--- src/rtl/clk_div_pkg.sv ---
// Shared types and helpers for the multi-channel programmable clock divider.
// Latency: n/a (declarations only).
// Backpressure: n/a.
package clk_div_pkg;

    localparam int DIV_WIDTH = 19;
    localparam int unsigned DEF_DIV_RST = 2**18;

    typedef logic [DIV_WIDTH-1:0] div_t;

    function automatic int ch_idx_w(input int n);
        return (n > 1) ? $clog2(n) : 1;
    endfunction

endpackage

--- src/rtl/clk_div_chan.sv ---
// One divider channel: free-running counter, active/shadow period, registered outputs.
// Latency: outputs registered, reflect the count held in the same cycle; loads apply at wrap.
// Backpressure: pending flag blocks further loads until the shadow period has applied.
module clk_div_chan #(
    parameter int          WIDTH   = 19,
    parameter int unsigned DEF_DIV = 2**18
) (
    input  logic             clk,
    input  logic             rst_n,
    input  logic             load,
    input  logic [WIDTH-1:0] load_div,
    input  logic             sync,
    output logic             pending,
    output logic             clk_out,
    output logic             tick
);

    localparam logic [WIDTH-1:0] RST_DIV = WIDTH'(DEF_DIV);
    localparam logic [WIDTH-1:0] ONE     = {{(WIDTH-1){1'b0}}, 1'b1};
    localparam logic [WIDTH-1:0] ZERO    = '0;

    logic [WIDTH-1:0] count, count_n;
    logic [WIDTH-1:0] per, per_n;
    logic [WIDTH-1:0] shadow, shadow_n;
    logic             pend, pend_n;
    logic             clk_out_n, tick_n;
    logic             boundary;

    // A stopped channel (P=0) treats every edge as a boundary so a new period starts at once.
    assign boundary = sync || (per == ZERO) || (count == per - ONE);

    always_comb begin
        count_n  = count;
        per_n    = per;
        shadow_n = shadow;
        pend_n   = pend;

        if (boundary) begin
            count_n = ZERO;
            if (pend) begin
                per_n  = shadow;
                pend_n = 1'b0;
            end
        end else begin
            count_n = count + ONE;
        end

        // The top only issues load while pend is clear, so this never collides with an apply.
        if (load) begin
            shadow_n = load_div;
            pend_n   = 1'b1;
        end
    end

    always_comb begin
        clk_out_n = 1'b0;
        tick_n    = 1'b0;
        if (per_n == ONE) begin
            clk_out_n = 1'b1;
            tick_n    = 1'b1;
        end else if (per_n != ZERO) begin
            clk_out_n = (count_n < (per_n >> 1));
            tick_n    = (count_n == per_n - ONE);
        end
    end

    always_ff @(posedge clk or negedge rst_n) begin
        if (!rst_n) begin
            count   <= ZERO;
            per     <= RST_DIV;
            shadow  <= ZERO;
            pend    <= 1'b0;
            clk_out <= 1'b0;
            tick    <= 1'b0;
        end else begin
            count   <= count_n;
            per     <= per_n;
            shadow  <= shadow_n;
            pend    <= pend_n;
            clk_out <= clk_out_n;
            tick    <= tick_n;
        end
    end

    assign pending = pend;

endmodule

--- src/rtl/prog_clk_div.sv ---
// NCH-channel programmable clock divider; optional sync port under PROG_CLK_DIV_SYNC_EN.
// Latency: registered outputs; a loaded period starts 1..P cycles after acceptance.
// Backpressure: cfg_ready drops while the addressed channel still has a pending load.
module prog_clk_div
    import clk_div_pkg::*;
#(
    parameter int          NCH     = 4,
    parameter int          WIDTH   = 19,
    parameter int unsigned DEF_DIV = DEF_DIV_RST
) (
    input  logic                       clk,
    input  logic                       rst_n,
    input  logic                       cfg_valid,
    output logic                       cfg_ready,
    input  logic [ch_idx_w(NCH)-1:0]   cfg_ch,
    input  logic [WIDTH-1:0]           cfg_div,
`ifdef PROG_CLK_DIV_SYNC_EN
    input  logic                       sync,
`endif
    output logic [NCH-1:0]             cfg_pending,
    output logic [NCH-1:0]             clk_out,
    output logic [NCH-1:0]             tick
);

    localparam int CW = ch_idx_w(NCH);

    logic [NCH-1:0] sel;
    logic [NCH-1:0] load;
    logic           sync_all;

`ifdef PROG_CLK_DIV_SYNC_EN
    assign sync_all = sync;
`else
    assign sync_all = 1'b0;
`endif

    // Out-of-range channel indices select nothing, so they are accepted and dropped.
    assign cfg_ready = ~|(sel & cfg_pending);

    for (genvar i = 0; i < NCH; i++) begin : g_chan
        assign sel[i]  = (cfg_ch == CW'(i));
        assign load[i] = cfg_valid & cfg_ready & sel[i];

        clk_div_chan #(
            .WIDTH   (WIDTH),
            .DEF_DIV (DEF_DIV)
        ) u_chan (
            .clk      (clk),
            .rst_n    (rst_n),
            .load     (load[i]),
            .load_div (cfg_div),
            .sync     (sync_all),
            .pending  (cfg_pending[i]),
            .clk_out  (clk_out[i]),
            .tick     (tick[i])
        );
    end

endmodule

--- config.mk ---
export PLATFORM = sky130hd
export DESIGN_NAME = prog_clk_div
export DESIGN_NICKNAME = d
export VERILOG_FILES = /design/src/rtl/clk_div_pkg.sv /design/src/rtl/clk_div_chan.sv /design/src/rtl/prog_clk_div.sv
export SDC_FILE = /design/constraint.sdc
export NUM_CORES = 1
export LEC_CHECK = 0
export ABC_AREA = 1
export ABC_CLOCK_PERIOD_IN_PS = 4350
export CORE_MARGIN = 1.5
export CORE_UTILIZATION = 25
export DETAILED_ROUTE_END_ITERATION = 7
export PLACE_DENSITY = 0.46
export SLEW_MARGIN = 25
export SYNTH_ARGS = -nofsm -noshare
export SYNTH_HDL_FRONTEND = slang
export SYNTH_SLANG_ARGS = --single-unit
--- constraint.sdc ---
create_clock -name clk -period 4.35 [get_ports clk]
set_input_delay 0.87 -clock clk [delete_from_list [all_inputs] [get_ports clk]]
set_output_delay 0.87 -clock clk [all_outputs]
set_load 0.005 [all_outputs]
After elaboration in Yosys (flattened, before gate mapping)
Index checks and enable logic that the tools add are counted.
{"block": "totals", "word_cells": 116, "output_inout_bits": 13, "reg_bits": 240, "in_bits": 24}
{"block": "classes", "bitwise": 6, "n_mux": 36, "reduce_logical": 19, "magnitude_cmp": 4, "add_sub_neg": 12, "eq_ne": 15}
{"op": "$mux W19", "count": 12}
{"op": "$eq A19 B19 Y1", "count": 8}
{"op": "$sub A19 B1 Y19 const B", "count": 8}
{"op": "$add A19 B1 Y19 const B", "count": 4}
{"op": "$eq A19 B1 Y1 const B", "count": 4}
{"op": "$logic_not A19 Y1", "count": 4}
{"op": "$lt A19 B18 Y1", "count": 4}
{"op": "$reduce_bool A19 Y1", "count": 4}
{"op": "$mux W1", "count": 24}
{"op": "$reduce_bool A2 Y1", "count": 4}
{"op": "$and A1 B1 Y1", "count": 5}
{"op": "$and A4 B4 Y4", "count": 1}
{"op": "$eq A2 B2 Y1 const B", "count": 2}
{"op": "$logic_or A1 B1 Y1", "count": 4}
{"op": "$reduce_or A4 Y1", "count": 1}
{"op": "$eq A2 B1 Y1 const B", "count": 1}
{"op": "$logic_not A2 Y1", "count": 1}
{"op": "$logic_not A1 Y1", "count": 1}

Longest topological paths before layout
Gate-level depths: netlist of run 1.
{"block": "depth", "ltp_word": 8, "ltp_mapped": 33}

Hierarchy
Synthesis of run 1 repeated with hierarchy kept, for this count alone.
{"block": "hier_totals", "cells_unflattened": 3002, "area_unflattened_um2": 20108.0}
{"module": "clk_div_chan at g_chan[1].u_chan ...", "n_inst": 2, "area_each_um2": 5026.1, "seq_area_each_um2": 1502.7, "cells_per_inst": 745}
{"module": "clk_div_chan at g_chan[0].u_chan ...", "n_inst": 2, "area_each_um2": 4986.0, "seq_area_each_um2": 1502.7, "cells_per_inst": 746}
{"module": "prog_clk_div", "n_inst": 1, "area_each_um2": 83.8, "seq_area_each_um2": 0.0, "cells_per_inst": 20}

Worst setup path after synthesis of run 1
No wires, ideal clock.
{"block": "synth_timing", "kind": "reg-to-reg", "start": "register g_chan[3].u_chan.per[0]", "end": "register g_chan[3].u_chan.clk_out", "setup_ps": 125, "required_ps": 4225, "stages_incl_launch_ff": 25, "synth_period_minus_slack_ps": 3355, "slack_ps": 995, "t_arrival_ps": 3230, "cell_sequence": "dfrtp_1 > inv_1 > ha_1 > nand2_2 > nor2_4 > nand2_2 > xor2_1 > nor2_1 > nand2_1 > nor2_2 > nand3_4 > nand2_2 > buf_6 > buf_6 > nand2_1 > a21oi_2 > inv_1 > ha_1 > inv_1 > nor3_1 > nand2_1 > nor3_1 > nand2_1 > o2111ai_1 > nand2_1"}
{"block": "synth_between", "elab_chain_len": 7}
{"item": "start, declared", "line": "clk_div_chan.sv:23", "source": "logic [WIDTH-1:0] per, per_n;"}
{"item": "start signal, assigned", "line": "clk_div_chan.sv:77", "source": "per <= per_n;"}
{"item": "$sub A19 B1 Y19", "line": "clk_div_chan.sv:30", "source": "assign boundary = sync || (per == ZERO) || (count == per - ONE);"}
{"item": "$eq A19 B19 Y1", "line": "clk_div_chan.sv:30"}
{"item": "$logic_or A1 B1 Y1 (*)", "line": "clk_div_chan.sv:30"}
{"item": "$mux W19 (*)", "line": "clk_div_chan.sv:38", "source": "if (boundary) begin"}
{"item": "via g_chan[3].u_chan.per_n[18]", "line": "clk_div_chan.sv:23"}
{"item": "$lt A19 B18 Y1 or $reduce_bool A19 Y1 (tied branches)", "line": "clk_div_chan.sv:62, clk_div_chan.sv:61"}
{"item": "$mux W1", "line": "clk_div_chan.sv:61", "source": "end else if (per_n != ZERO) begin"}
{"item": "$mux W1 (*)", "line": "clk_div_chan.sv:58", "source": "if (per_n == ONE) begin"}
{"item": "via g_chan[3].u_chan.clk_out_n", "line": "clk_div_chan.sv:26", "source": "logic clk_out_n, tick_n;"}
{"item": "end signal, assigned", "line": "clk_div_chan.sv:80", "source": "clk_out <= clk_out_n;"}
{"item": "end, declared", "line": "clk_div_chan.sv:14", "source": "output logic clk_out,"}
The timed path passes the listed nets; every way through them passes the cells marked *.
A chain may end at the register's enable or synchronous reset.

Worst setup path in the final report of run 1
{"block": "layout_timing", "start": "register g_chan[1].u_chan.per[0]", "end": "register g_chan[1].u_chan.tick"}
{"block": "layout_between", "elab_chain_len": 8}
{"item": "start, declared", "line": "clk_div_chan.sv:23"}
{"item": "start signal, assigned", "line": "clk_div_chan.sv:77"}
{"item": "$sub A19 B1 Y19", "line": "clk_div_chan.sv:30"}
{"item": "$eq A19 B19 Y1", "line": "clk_div_chan.sv:30"}
{"item": "$logic_or A1 B1 Y1", "line": "clk_div_chan.sv:30"}
{"item": "$mux W19 (*)", "line": "clk_div_chan.sv:38"}
{"item": "via g_chan[1].u_chan.per_n[0]", "line": "clk_div_chan.sv:23"}
{"item": "$sub A19 B1 Y19", "line": "clk_div_chan.sv:63", "source": "tick_n = (count_n == per_n - ONE);"}
{"item": "$eq A19 B19 Y1", "line": "clk_div_chan.sv:63"}
{"item": "$mux W1", "line": "clk_div_chan.sv:61"}
{"item": "$mux W1 (*)", "line": "clk_div_chan.sv:58"}
{"item": "via g_chan[1].u_chan.tick_n", "line": "clk_div_chan.sv:26"}
{"item": "end signal, assigned", "line": "clk_div_chan.sv:81", "source": "tick <= tick_n;"}
{"item": "end, declared", "line": "clk_div_chan.sv:15", "source": "output logic tick"}
Marks and branches as above.

==> metrics.log, run 1 <==
INFO  metric io_pins = 37
INFO  metric preCtsSetupSlack = 0.199 ns
INFO  metric finalSetupViolCount = 0
INFO  metric multi_input_area = 0.0116 sq mm
INFO  metric tightest_slew = 0.771 ns
INFO  metric grtUsageTotal = 15.5%
INFO  metric wire_length_of_the_first_global_routing_pass = 97.4 mm
INFO  metric class_of_the_tightest_hold_or_removal_check = primary input to async pin
INFO  metric core_area = 0.0773 sq mm
INFO  metric grt_antenna_before_repair = 1
INFO  metric crit_arrival = 4.37 ns
INFO  metric syn-cell-area = 0.0195 sq mm
INFO  metric detailed_place_hpwl = 48.5 mm
INFO  metric mean_instance_size_in_the_synthesized_netlist = 6.74 sq um
INFO  metric cts-buffers-inserted = 35
INFO  metric cts_root_buf = sky130_fd_sc_hd__clkbuf_16
INFO  metric cts_max_path_buffers = 3
INFO  metric route.vias.total = 17,800
INFO  metric synth_cell_types = 58
INFO  metric setup.worst_path.class = flip-flop to flip-flop
INFO  metric rsz0062_at_grt = false
INFO  metric cts_hold_buf = 0
INFO  metric layout_common_cells = sky130_fd_sc_hd__nand2_1 (862), sky130_fd_sc_hd__inv_1 (367), sky130_fd_sc_hd__nor2_1 (307), sky130_fd_sc_hd__dfrtp_1 (236), sky130_fd_sc_hd__nand3_1 (228)
INFO  metric worst_skew_pair.late_latency = 0.55 ns
INFO  metric dominantRegCellSynth = sky130_fd_sc_hd__dfrtp_1
INFO  metric timing.critical_path.fanout_max = 12
INFO  metric port-buffer-count = 36
INFO  metric regArea = 0.00601 sq mm
INFO  metric finalHoldViolCount = 0
INFO  metric skew = 0.0122 ns
INFO  metric dieArea = 0.0797 sq mm
INFO  metric grt.overflow.total = 0
INFO  metric final.hold.worst_slack = 0.315 ns
INFO  metric critical_path_required = 4.79 ns
INFO  metric initial_core_util = 25.2%
INFO  metric worst_path_largest_cell_delay = 0.38 ns
INFO  metric clock_tree.htree_level_count = 2
INFO  metric syn_to_final_growth = 14.7%
INFO  metric tritoncts = yes
INFO  metric maxCapViolations = 0
INFO  metric final.min_clock_period = 3.93 ns
INFO  metric number_of_nets_in_the_synthesized_netlist = 3,004
INFO  metric cp_dominant_cell_by_count = sky130_fd_sc_hd__nand2_1
INFO  metric globalplace.congestion = 0.865
INFO  metric leakagePower = 11.3 nW
INFO  metric worst_path_max_delay_cell = sky130_fd_sc_hd__dfrtp_1
INFO  metric power_per_cell_area = 779 mW/mm^2
INFO  metric die_w = 282 um
INFO  metric maxSlewHeadroom = 48.6%
INFO  metric worstSetupStartpointType = flip-flop
INFO  metric synth.ff_latch_count = 240
INFO  metric drc_markers = 0
INFO  metric drt_pass1_iterations = 6
INFO  metric finalNetCount = 3,050
INFO  metric wl = 61.1 mm
INFO  metric yosys_warnings = 0
INFO  metric setup.worst_path.end_class = flip-flop
INFO  metric dp.cells = 3,939
INFO  metric filler_cell_count = 8,670
INFO  metric final_antenna_net_count = 0
INFO  metric maxSlewViolCount = 0
INFO  metric clock-sinks = 240
INFO  metric final_critical_path_setup_slack = 0.420 ns
INFO  metric layout.cells.most_common = sky130_fd_sc_hd__nand2_1
INFO  metric layout-drive-gt1-share = 9.41%
INFO  metric synth_async_sr_flop_share = 100%
INFO  metric min_period_over_period = 90.3%
INFO  metric wl_per_cell = 15.2 um
INFO  metric synth_cells = 2,893
INFO  metric first_global_vias = 17,300
INFO  metric vdd_drop_max = 0.350 mV
INFO  metric totalPowerFinal = 17.4 mW
INFO  metric final-instance-count-excl-fill = 4,006
INFO  metric yosysSeqAreaShare = 30.8%
INFO  metric result_of_the_run = finished clean
INFO  metric drt_iter0_markers = 1,171
INFO  metric clk_transition_reported_paths = 0.06 ns
INFO  metric fmax = 254 MHz
INFO  metric timing.setup.tns = 0 ns
INFO  metric synth_enable_flop_cells = 0
INFO  metric core.rowCount = 102
INFO  metric grt_max_degree = 86
INFO  metric viasPerCell = 4.45
INFO  metric die_y = 282 um
-- per-layer routing --
metal / global-route usage, % / part of all wire [%] / vias up
li1: - / - / 9239
met1: 22.3 / 50 / 8233
met4: 3.80 / 2.1 / 0
met2: 24.6 / 44 / 272
met3: 1.81 / 3.4 / 68
met5: 0 / 0 / -
-- what timing repair did --
item / in CTS / in global routing
buffers inserted: 0 / 3
endpoints found under the setup margin: 0 / 6
resized for setup: 0 / 8
-- path summary, 6_finish.rpt --
path	start	end	slack [ns]	cells after the start
worst max-delay path	g_chan[1].u_chan.per[0]	g_chan[1].u_chan.tick	0.42	28
worst min-delay path	rst_n	g_chan[1].u_chan.count[0]	0.32	1
worst max register to register	g_chan[1].u_chan.per[0]	g_chan[1].u_chan.tick	0.42	28
worst min register to register	g_chan[0].u_chan.shadow[6]	g_chan[0].u_chan.shadow[6]	0.48	2
max in group asynchronous	rst_n	g_chan[0].u_chan.per[18]	3.17	2
min in group clk	g_chan[0].u_chan.shadow[6]	g_chan[0].u_chan.shadow[6]	0.48	2
-- state kept, by name (all words and copies together) (netlist names) --
register / count
g_chan.u_chan.clk_out: 4
g_chan.u_chan.per: 76
g_chan.u_chan.shadow: 76
g_chan.u_chan.count: 76
g_chan.u_chan.tick: 4
g_chan.u_chan.pending: 4
-- per-stage QoR --
stage	cell area, sq um	util [%]
finish	22400	28.9
global route	22400	28.9
CTS	22300	28.8
detailed placement	21100	27.3
global placement	21100	27.3
floorplan	19500	-
-- cell type report --
type / instances / share of cell area, %
sequential: 240 / 26.9
antenna: 1 / 0.0112
multi-input combinational: 2192 / 51.9
clock inverter: 12 / 0.643
inverter: 388 / 6.52
timing repair buffer: 82 / 3.53
clock buffer: 51 / 4.69
tap: 1040 / 5.81
-- logic make-up (layout without fill, tap and decap cells) --
| group | Yosys count | count (layout) | share of synthesized area, % |
|---|---|---|---|
| buffers and inverters | 461 | 533 | 9.78 |
| adder cells (fa/ha/maj) | 87 | 87 | 5.58 |
| AND/OR/NAND/NOR | 1658 | 1658 | 37.6 |
| other | 0 | 1 | 0 |
| multiplexers | 3 | 3 | 0.173 |
| AO/OA/AOI/OAI | 259 | 259 | 7.57 |
| flip-flops | 240 | 240 | 30.8 |
| XOR/XNOR | 185 | 185 | 8.49 |
-- synthesized netlist by cell type (5+ instances only) --
cell type / number / share of area [%]
sky130_fd_sc_hd__ha_1: 87 / 5.6
sky130_fd_sc_hd__nand3b_1: 10 / 0.38
sky130_fd_sc_hd__o21ai_2: 9 / 0.40
sky130_fd_sc_hd__dfrtp_1: 236 / 30
sky130_fd_sc_hd__buf_4: 16 / 0.62
sky130_fd_sc_hd__o21ai_0: 151 / 3.9
sky130_fd_sc_hd__o21ai_1: 14 / 0.36
sky130_fd_sc_hd__nand2_4: 5 / 0.29
sky130_fd_sc_hd__xor2_1: 115 / 5.2
sky130_fd_sc_hd__nand2_1: 862 / 17
sky130_fd_sc_hd__nand3_2: 12 / 0.62
sky130_fd_sc_hd__o21bai_1: 9 / 0.35
sky130_fd_sc_hd__buf_6: 11 / 0.63
sky130_fd_sc_hd__nand4_1: 60 / 1.9
sky130_fd_sc_hd__nor2_4: 19 / 1.1
sky130_fd_sc_hd__nor4_1: 6 / 0.19
sky130_fd_sc_hd__nor3_1: 40 / 1.0
sky130_fd_sc_hd__nor2_2: 52 / 1.7
sky130_fd_sc_hd__inv_2: 17 / 0.33
sky130_fd_sc_hd__nor2_1: 308 / 5.9
sky130_fd_sc_hd__o211ai_1: 8 / 0.31
sky130_fd_sc_hd__xnor2_1: 67 / 3.0
sky130_fd_sc_hd__nand2_2: 35 / 1.1
sky130_fd_sc_hd__a21oi_1: 43 / 1.1
sky130_fd_sc_hd__clkbuf_1: 38 / 0.73
sky130_fd_sc_hd__inv_1: 367 / 7.1
sky130_fd_sc_hd__nand3_1: 228 / 5.8
sky130_fd_sc_hd__or2_2: 5 / 0.16
-- power breakdown --
group | total, mW | switching [mW] | internal [mW] | leakage [nW]
logic | 10.6 | 6.97 | 3.67 | 7.58
registers | 3.80 | 0.821 | 2.98 | 3.09
clock network | 3.00 | 1.15 | 1.85 | 0.585
-- critical path: cells and delay by family (launching register included) --
family / cells / cell delay (ns)
AND/OR/NAND/NOR: 21 / 2.33
AO/OA/AOI/OAI: 1 / 0.14
flip-flops: 1 / 0.38
buffers and inverters: 4 / 0.50
adder cells (fa/ha/maj): 2 / 0.48
Note: power is estimated with default switching activity, not from simulation.
==> run 2: changes to the inputs <==
--- a/config.mk
+++ b/config.mk
@@ -14,4 +14,5 @@
 export SLEW_MARGIN = 25
 export SYNTH_ARGS = -nofsm -noshare
 export SYNTH_HDL_FRONTEND = slang
+export SYNTH_HIERARCHICAL = 1
 export SYNTH_SLANG_ARGS = --single-unit
==> metrics.log, run 2 <==
INFO  metric crit_arrival = 4.45 ns
INFO  metric synthMostInstantiatedCell = sky130_fd_sc_hd__nand2_1
INFO  metric die_w = 287 um
INFO  metric drt_pass1_iterations = 5
INFO  metric first_global_vias = 17,900
INFO  metric tightest_slew = 0.796 ns
INFO  metric cts_root_buf = sky130_fd_sc_hd__clkbuf_16
INFO  metric regArea = 0.00601 sq mm
INFO  metric mean_instance_size_in_the_synthesized_netlist = 6.70 sq um
INFO  metric viasPerCell = 4.46
INFO  metric final-instance-count-excl-fill = 4,150
INFO  metric drc_markers = 0
INFO  metric rsz0062_at_grt = false
INFO  metric tritoncts = yes
INFO  metric clock-sinks = 240
INFO  metric skew = 0.0225 ns
INFO  metric result_of_the_run = finished clean
INFO  metric num_antenna_cells = 0
INFO  metric yosysSeqAreaShare = 29.9%
INFO  metric cts_max_path_buffers = 3
INFO  metric initial_core_util = 25.4%
INFO  metric power_per_cell_area = 757 mW/mm^2
INFO  metric dominantRegCellSynth = sky130_fd_sc_hd__dfrtp_1
INFO  metric timing.setup.tns = 0 ns
INFO  metric core.rowCount = 103
INFO  metric min_period_over_period = 91.3%
INFO  metric post_placement_cell_area = 0.0218 sq mm
INFO  metric timing.critical_path.fanout_max = 14
INFO  metric port-buffer-count = 36
INFO  metric clk_transition_reported_paths = 0.06 ns
INFO  metric startpoint = g_chan[3].u_chan/per[0]
INFO  metric maxSlewViolCount = 0
INFO  metric worst_skew_pair.late_latency = 0.55 ns
INFO  metric cts_hold_buf = 0
INFO  metric crit_path_cell_trace = inv_2 > ha_1 > nand2_4 > nor2_8 > nand2_1 > o41ai_2 > inv_1 > buf_4 > nand3_1 > nand2_2 > inv_2 > ha_1 > nand3_1 > nor2_4 > nand3_2 > nor2_2 > nand2_1 > nand2_1 > nand3_1 > nor3_1 > nand2_1 > nand2_1
INFO  metric finish.instance_area = 0.0229 sq mm
INFO  metric worstSetupStartpointType = flip-flop
INFO  metric io_pins = 37
INFO  metric wire_length_of_the_first_global_routing_pass = 102 mm
INFO  metric layout_top_registers = g_chan.u_chan/count x76, g_chan.u_chan/per x76, g_chan.u_chan/shadow x76
INFO  metric filler_cell_count = 8,877
INFO  metric multi_input_area = 0.0122 sq mm
INFO  metric synth_cells = 3,002
INFO  metric setup.worst_path.end_class = flip-flop
INFO  metric die_y = 287 um
INFO  metric synth_async_sr_flop_share = 100%
INFO  metric final_antenna_net_count = 0
INFO  metric yosys_warnings = 6
INFO  metric syn-cell-area = 0.0201 sq mm
INFO  metric wl = 64.7 mm
INFO  metric final.min_clock_period = 3.97 ns
INFO  metric drt_iter0_markers = 1,170
INFO  metric yosys-top-cells-count = sky130_fd_sc_hd__nand2_1 (1,056), sky130_fd_sc_hd__inv_1 (384), sky130_fd_sc_hd__nor2_1 (263)
INFO  metric dp.cells = 4,090
INFO  metric dieArea = 0.0821 sq mm
INFO  metric finalNetCount = 3,184
INFO  metric post_cts_buffers = 0
INFO  metric synth_cell_types = 53
INFO  metric worst_path_largest_cell_delay = 0.40 ns
INFO  metric leakagePower = 11.5 nW
INFO  metric synth.ff_latch_count = 240
INFO  metric yosysTopAreaCell = sky130_fd_sc_hd__dfrtp_1
INFO  metric grt_max_degree = 86
INFO  metric worst_path_max_delay_cell = sky130_fd_sc_hd__dfrtp_1
INFO  metric core_area = 0.0793 sq mm
INFO  metric route.vias.total = 18,500
INFO  metric wl_per_cell = 15.6 um
INFO  metric layout-drive-gt1-share = 11.7%
INFO  metric syn_to_final_growth = 13.8%
INFO  metric timing.rr.start = g_chan[3].u_chan/per[0]
INFO  metric synth_enable_flop_cells = 0
INFO  metric clock_tree.htree_level_count = 2
INFO  metric cp_dominant_cell_by_count = sky130_fd_sc_hd__nand2_1
INFO  metric cts-buffers-inserted = 34
INFO  metric grt.overflow.total = 0
INFO  metric globalplace.congestion = 0.874
INFO  metric finalHoldViolCount = 0
INFO  metric detailed_place_hpwl = 51.7 mm
INFO  metric class_of_the_tightest_hold_or_removal_check = primary input to async pin
INFO  metric layout_common_cells = sky130_fd_sc_hd__nand2_1 (1,056), sky130_fd_sc_hd__inv_1 (384), sky130_fd_sc_hd__nor2_1 (263), sky130_fd_sc_hd__nand3_1 (241), sky130_fd_sc_hd__dfrtp_1 (236)
INFO  metric maxCapViolations = 0
INFO  metric critical_path_required = 4.83 ns
INFO  metric setup.worst_path.class = flip-flop to flip-flop
INFO  metric area_fraction_of_the_dominant_cell_type_after_synthesis = 29.4%
INFO  metric fmax = 252 MHz
INFO  metric grtUsageTotal = 15.8%
INFO  metric synth.top_cells.by_area = sky130_fd_sc_hd__dfrtp_1 (29%), sky130_fd_sc_hd__nand2_1 (20%), sky130_fd_sc_hd__inv_1 (7.2%), sky130_fd_sc_hd__nand3_1 (6.0%), sky130_fd_sc_hd__ha_1 (5.2%)
INFO  metric grt_antenna_before_repair = 3
INFO  metric maxSlewHeadroom = 46.9%
INFO  metric vdd_drop_max = 0.329 mV
INFO  metric layout.cells.most_common = sky130_fd_sc_hd__nand2_1
INFO  metric finalSetupViolCount = 0
## run 2: cell families after synthesis
group           Yosys count  synth area share (%)
buf+inv                 457                  9.68
fa+ha+maj                84                  5.23
xor+xnor                124                  5.76
compound gates          214                  6.21
simple gates           1882                  43.2
other cells               1                0.0186
flops                   240                  29.9
## run 2: power breakdown
group | leakage [nW] | switching, mW | total [mW] | internal [mW]
sequential | 3.14 | 0.722 | 3.53 | 2.81
clock | 0.546 | 1.15 | 2.79 | 1.64
combinational | 7.85 | 7.35 | 11.0 | 3.66
total | 11.5 | 9.22 | 17.3 | 8.11
## run 2: final cells by class
| cell class | instances | share of cell area, % |
|---|---|---|
| Multi-Input combinational cell | 2308 | 53.2 |
| Sequential cell | 240 | 26.3 |
| Inverter | 405 | 6.64 |
| Tap cell | 1050 | 5.74 |
| Clock buffer | 44 | 4.24 |
| Timing Repair Buffer | 87 | 3.38 |
| Clock inverter | 16 | 0.541 |
## run 2: repair_timing
action / in CTS / in global routing
hold endpoints to repair: 0 / 0
resized for setup: 0 / 2
setup endpoints to repair: 0 / 3
## run 2: final timing paths
kind	end	slack, ns	cells after the start
setup / recovery	g_chan[3].u_chan/tick	0.38	22
hold / removal	g_chan[0].u_chan/count[7]	0.33	1
setup reg to reg	g_chan[3].u_chan/tick	0.38	22
hold reg to reg	g_chan[1].u_chan/shadow[11]	0.47	2
max in group asynchronous	g_chan[3].u_chan/per[18]	3.08	2
min in group clk	g_chan[1].u_chan/shadow[11]	0.47	2
## run 2: metal layers
metal	wire [um]	part of all wire, %	track usage (%)
met1	32800	51	22.9
met2	28400	44	24.9
met3	2390	3.7	1.80
met4	1100	1.7	3.65
met5	0	0	0
## run 2: critical path: cells and delay by family (launching register included)
family | cells | cell delay (ns)
flops | 1 | 0.40
simple gates | 15 | 2.08
compound gates | 1 | 0.29
fa+ha+maj | 2 | 0.45
buf+inv | 4 | 0.66
## run 2: per-stage QoR
step	util [%]	power (mW)	setup slack, ns	hold WS [ns]
after detailed placement	27.5	14.6	0.317	0.459
after global placement	27.5	14.6	0.342	0.455
after floorplan	-	11.8	1.13	0.442
after global routing	28.9	19.1	0.00783	0.381
final	28.9	17.3	0.380	0.329
after CTS	28.9	17.5	0.296	0.342
==> run 3: changes to the inputs <==
--- a/config.mk
+++ b/config.mk
@@ -5,13 +5,12 @@
 export SDC_FILE = /design/constraint.sdc
 export NUM_CORES = 1
 export LEC_CHECK = 0
-export ABC_AREA = 1
 export ABC_CLOCK_PERIOD_IN_PS = 4350
 export CORE_MARGIN = 1.5
 export CORE_UTILIZATION = 25
 export DETAILED_ROUTE_END_ITERATION = 7
 export PLACE_DENSITY = 0.46
-export SLEW_MARGIN = 25
+export SLEW_MARGIN = 20
 export SYNTH_ARGS = -nofsm -noshare
 export SYNTH_HDL_FRONTEND = slang
 export SYNTH_HIERARCHICAL = 1
==> metrics.log, run 3 <==
INFO  metric result_of_the_run = finished with violations
INFO  metric failed_checks = negative setup slack
INFO  metric final_antenna_net_count = 0
INFO  metric tritoncts = yes
INFO  metric class_of_the_tightest_hold_or_removal_check = primary input to async pin
INFO  metric cts_hold_buf = 0
INFO  metric io_pins = 37
INFO  metric die_w = 275 um
INFO  metric fmax = 216 MHz
INFO  metric vdd_drop_max = 0.310 mV
INFO  metric synth_cells = 2,086
INFO  metric detailed_place_hpwl = 59.1 mm
INFO  metric yosys_warnings = 6
INFO  metric worst_path_largest_cell_delay = 0.54 ns
INFO  metric finalSetupViolCount = 8
INFO  metric dieArea = 0.0759 sq mm
INFO  metric maxSlewHeadroom = 49.5%
INFO  metric reg2reg_slack = -0.29 ns
INFO  metric switching_share = 41.3%
INFO  metric synth.top_cells.by_area = sky130_fd_sc_hd__dfrtp_1 (32%), sky130_fd_sc_hd__xnor2_1 (5.9%), sky130_fd_sc_hd__ha_1 (5.7%), sky130_fd_sc_hd__mux2_2 (5.3%), sky130_fd_sc_hd__xor2_1 (5.1%)
INFO  metric post-route-util = 36.1%
INFO  metric timing.critical_path.fanout_max = 19
INFO  metric finalNetCount = 2,722
INFO  metric cts-buffers-inserted = 31
INFO  metric rsz0062_at_grt = true
INFO  metric tightest_slew = 0.751 ns
INFO  metric layout_top_registers = g_chan.u_chan/count x76, g_chan.u_chan/per x76, g_chan.u_chan/shadow x76
INFO  metric core.rowCount = 99
INFO  metric power.switching = 5.76 mW
INFO  metric filler_cell_count = 7,419
INFO  metric viasPerCell = 5.12
INFO  metric worst-path-buf-inv = 5
INFO  metric dominantRegCellSynth = sky130_fd_sc_hd__dfrtp_1
INFO  metric wl = 76.1 mm
INFO  metric clock_tree.htree_level_count = 1
INFO  metric initial_core_util = 25.3%
INFO  metric setup.worst_path.end_class = flip-flop
INFO  metric area_fraction_of_the_dominant_cell_type_after_synthesis = 31.8%
INFO  metric grtUsageTotal = 19.8%
INFO  metric first_global_vias = 19,000
INFO  metric wl_per_cell = 21.2 um
INFO  metric wire_length_of_the_first_global_routing_pass = 115 mm
INFO  metric min_period_over_period = 107%
INFO  metric power.combinational.fraction = 55.1%
INFO  metric port-buffer-count = 36
INFO  metric yosys-top-cells-count = sky130_fd_sc_hd__dfrtp_1 (236), sky130_fd_sc_hd__nor2_1 (154), sky130_fd_sc_hd__xnor2_1 (124)
INFO  metric die_y = 275 um
INFO  metric globalplace.congestion = 0.932
INFO  metric drt_pass1_iterations = 5
INFO  metric grt_max_degree = 105
INFO  metric cp_top_family = simple AND/OR/NAND/NOR gates
INFO  metric clk_transition_reported_paths = 0.06 ns
INFO  metric pwr-share-seq = 24.5%
INFO  metric synth.ff_latch_count = 240
INFO  metric core_area = 0.0732 sq mm
INFO  metric syn_to_final_growth = 42.4%
INFO  metric drt_iter0_markers = 1,253
INFO  metric layout_common_cells = sky130_fd_sc_hd__buf_4 (540), sky130_fd_sc_hd__dfrtp_1 (236), sky130_fd_sc_hd__nor2_1 (148), sky130_fd_sc_hd__xnor2_1 (119), sky130_fd_sc_hd__nand2_1 (115)
INFO  metric worst_path_max_delay_cell = sky130_fd_sc_hd__or4_4
INFO  metric grt.overflow.total = 0
INFO  metric maxSlewViolCount = 0
INFO  metric worst_skew_pair.late_latency = 0.60 ns
INFO  metric power_report.internal_total = 8.20 mW
INFO  metric skew = 0.0126 ns
INFO  metric crit_arrival = 5.12 ns
INFO  metric synth_async_sr_flop_share = 100%
INFO  metric route.vias.total = 18,400
INFO  metric synth_cell_types = 77
INFO  metric power_per_cell_area = 529 mW/mm^2
INFO  metric syn-cell-area = 0.0186 sq mm
INFO  metric setup.worst_path.class = flip-flop to flip-flop
INFO  metric final_critical_path_setup_slack = -0.286 ns
INFO  metric drc_markers = 0
INFO  metric post_placement_cell_area = 0.0240 sq mm
INFO  metric leakagePower = 11.8 nW
INFO  metric synth_enable_flop_cells = 0
INFO  metric cts_root_buf = sky130_fd_sc_hd__clkbuf_16
INFO  metric layout-drive-gt1-share = 35.2%
INFO  metric finalHoldViolCount = 0
INFO  metric final.min_clock_period = 4.64 ns
INFO  metric clock-sinks = 240
INFO  metric yosysSeqAreaShare = 32.4%
INFO  metric synthMostInstantiatedCell = sky130_fd_sc_hd__dfrtp_1
INFO  metric layout.cells.most_common = sky130_fd_sc_hd__buf_4
INFO  metric maxCapViolations = 0
INFO  metric crit_path_cell_trace = or4_4 > or4_4 > a211oi_4 > o211ai_1 > nor4_4 > buf_4 > a2bb2oi_4 > buf_4 > buf_12 > buf_12 > mux2i_1 > ha_1 > nand4_1 > or4_4 > a21oi_2 > buf_4 > o21a_1 > o21a_1 > o31ai_2
INFO  metric yosysTopAreaCell = sky130_fd_sc_hd__dfrtp_1
INFO  metric finish.instance_area = 0.0264 sq mm
INFO  metric cts_max_path_buffers = 3
INFO  metric grt_antenna_before_repair = 5
INFO  metric critical_path_required = 4.84 ns
INFO  metric worstSetupStartpointType = flip-flop
INFO  metric mean_instance_size_in_the_synthesized_netlist = 8.90 sq um
INFO  metric share_of_total_power_in_the_clock_network = 20.5%
==> run 3: changes by cell type in the layout (fill, tap and decap cells not counted), sizes merged, moves of 50 or more <==
| cell | before | now |
|---|---|---|
| nor4 | 4 | 54 |
| mux2 | 0 | 90 |
| nand2 | 1139 | 121 |
| nor2 | 352 | 154 |
| mux2i | 0 | 72 |
| a21oi | 32 | 100 |
| buf | 52 | 577 |
| xnor2 | 54 | 124 |
| o21ai | 148 | 50 |
| nand3 | 255 | 88 |
| and3 | 0 | 52 |
| inv | 401 | 111 |
==> run 3: layer usage <==
layer	track usage [%]	vias up	share of wire, %	wire length (um)
li1	-	8629	-	-
met1	27.1	9093	46	35100
met2	31.7	546	45	34500
met3	3.02	142	5.5	4150
met4	6.66	2	3.1	2370
met5	0	-	0.017	13
==> run 3: final timing paths <==
| kind | depth (start not counted) | end | from |
|---|---|---|---|
| max | 19 | g_chan[3].u_chan/clk_out | g_chan[3].u_chan/per[15] |
| min | 1 | g_chan[0].u_chan/clk_out | rst_n |
| max reg2reg | 19 | g_chan[3].u_chan/clk_out | g_chan[3].u_chan/per[15] |
| min reg2reg | 1 | g_chan[2].u_chan/shadow[18] | g_chan[2].u_chan/shadow[18] |
| max in group asynchronous | 2 | g_chan[2].u_chan/per[8] | rst_n |
| min in group clk | 1 | g_chan[2].u_chan/shadow[18] | g_chan[2].u_chan/shadow[18] |
==> run 3: layout make-up <==
cell class	count	area, sq um	share of cell area [%]
clock inverters	19	275	1.04
clock buffers	39	846	3.20
flip-flops and latches	240	6010	22.8
inverters	111	417	1.58
diodes	1	2.50	0.00947
repair buffers	612	4920	18.6
well taps	959	1200	4.54
multi-input cells	1618	12800	48.3
==> run 3: timing repair <==
action                                  4_1_cts  5_1_grt
gates resized for setup                      98       90
pin swaps                                    54       58
endpoints found under the setup margin        8        8
buffers inserted                             24       24
==> run 3: metrics by stage <==
stage	power, mW	TNS, ns	hold slack, ns	cells	setup slack (ns)
6_report	14.0	-1.31	0.258	3599	-0.286
2_1_floorplan	6.96	-2.11	0.480	2091	-0.493
5_1_grt	14.8	-2.99	0.279	3598	-0.524
4_1_cts	13.6	-1.58	0.250	3575	-0.403
3_5_place_dp	10.4	-3.59	0.497	3496	-0.841
3_3_place_gp	10.3	-3.42	0.498	3496	-0.816
==> run 3: kinds of logic after synthesis <==
family,count (synthesis),share of synthesized area (%)
mux,163,9.51
flops,240,32.4
fa+ha+maj,84,5.66
buf+inv,233,5.27
compound gates,360,13.7
other cells,1,0.0202
simple gates,773,22.5
xor+xnor,232,11.0
==> run 3: power groups by stage <==
stage | clock [mW] | sequential [mW] | combinational (mW)
6_report | 2.86 | 3.42 | 7.69
5_1_grt | 3.04 | 3.47 | 8.27
4_1_cts | 2.95 | 3.38 | 7.30
3_5_place_dp | 0 | 3.40 | 6.96
3_3_place_gp | 0 | 3.40 | 6.93
2_1_floorplan | 0 | 3.10 | 3.86
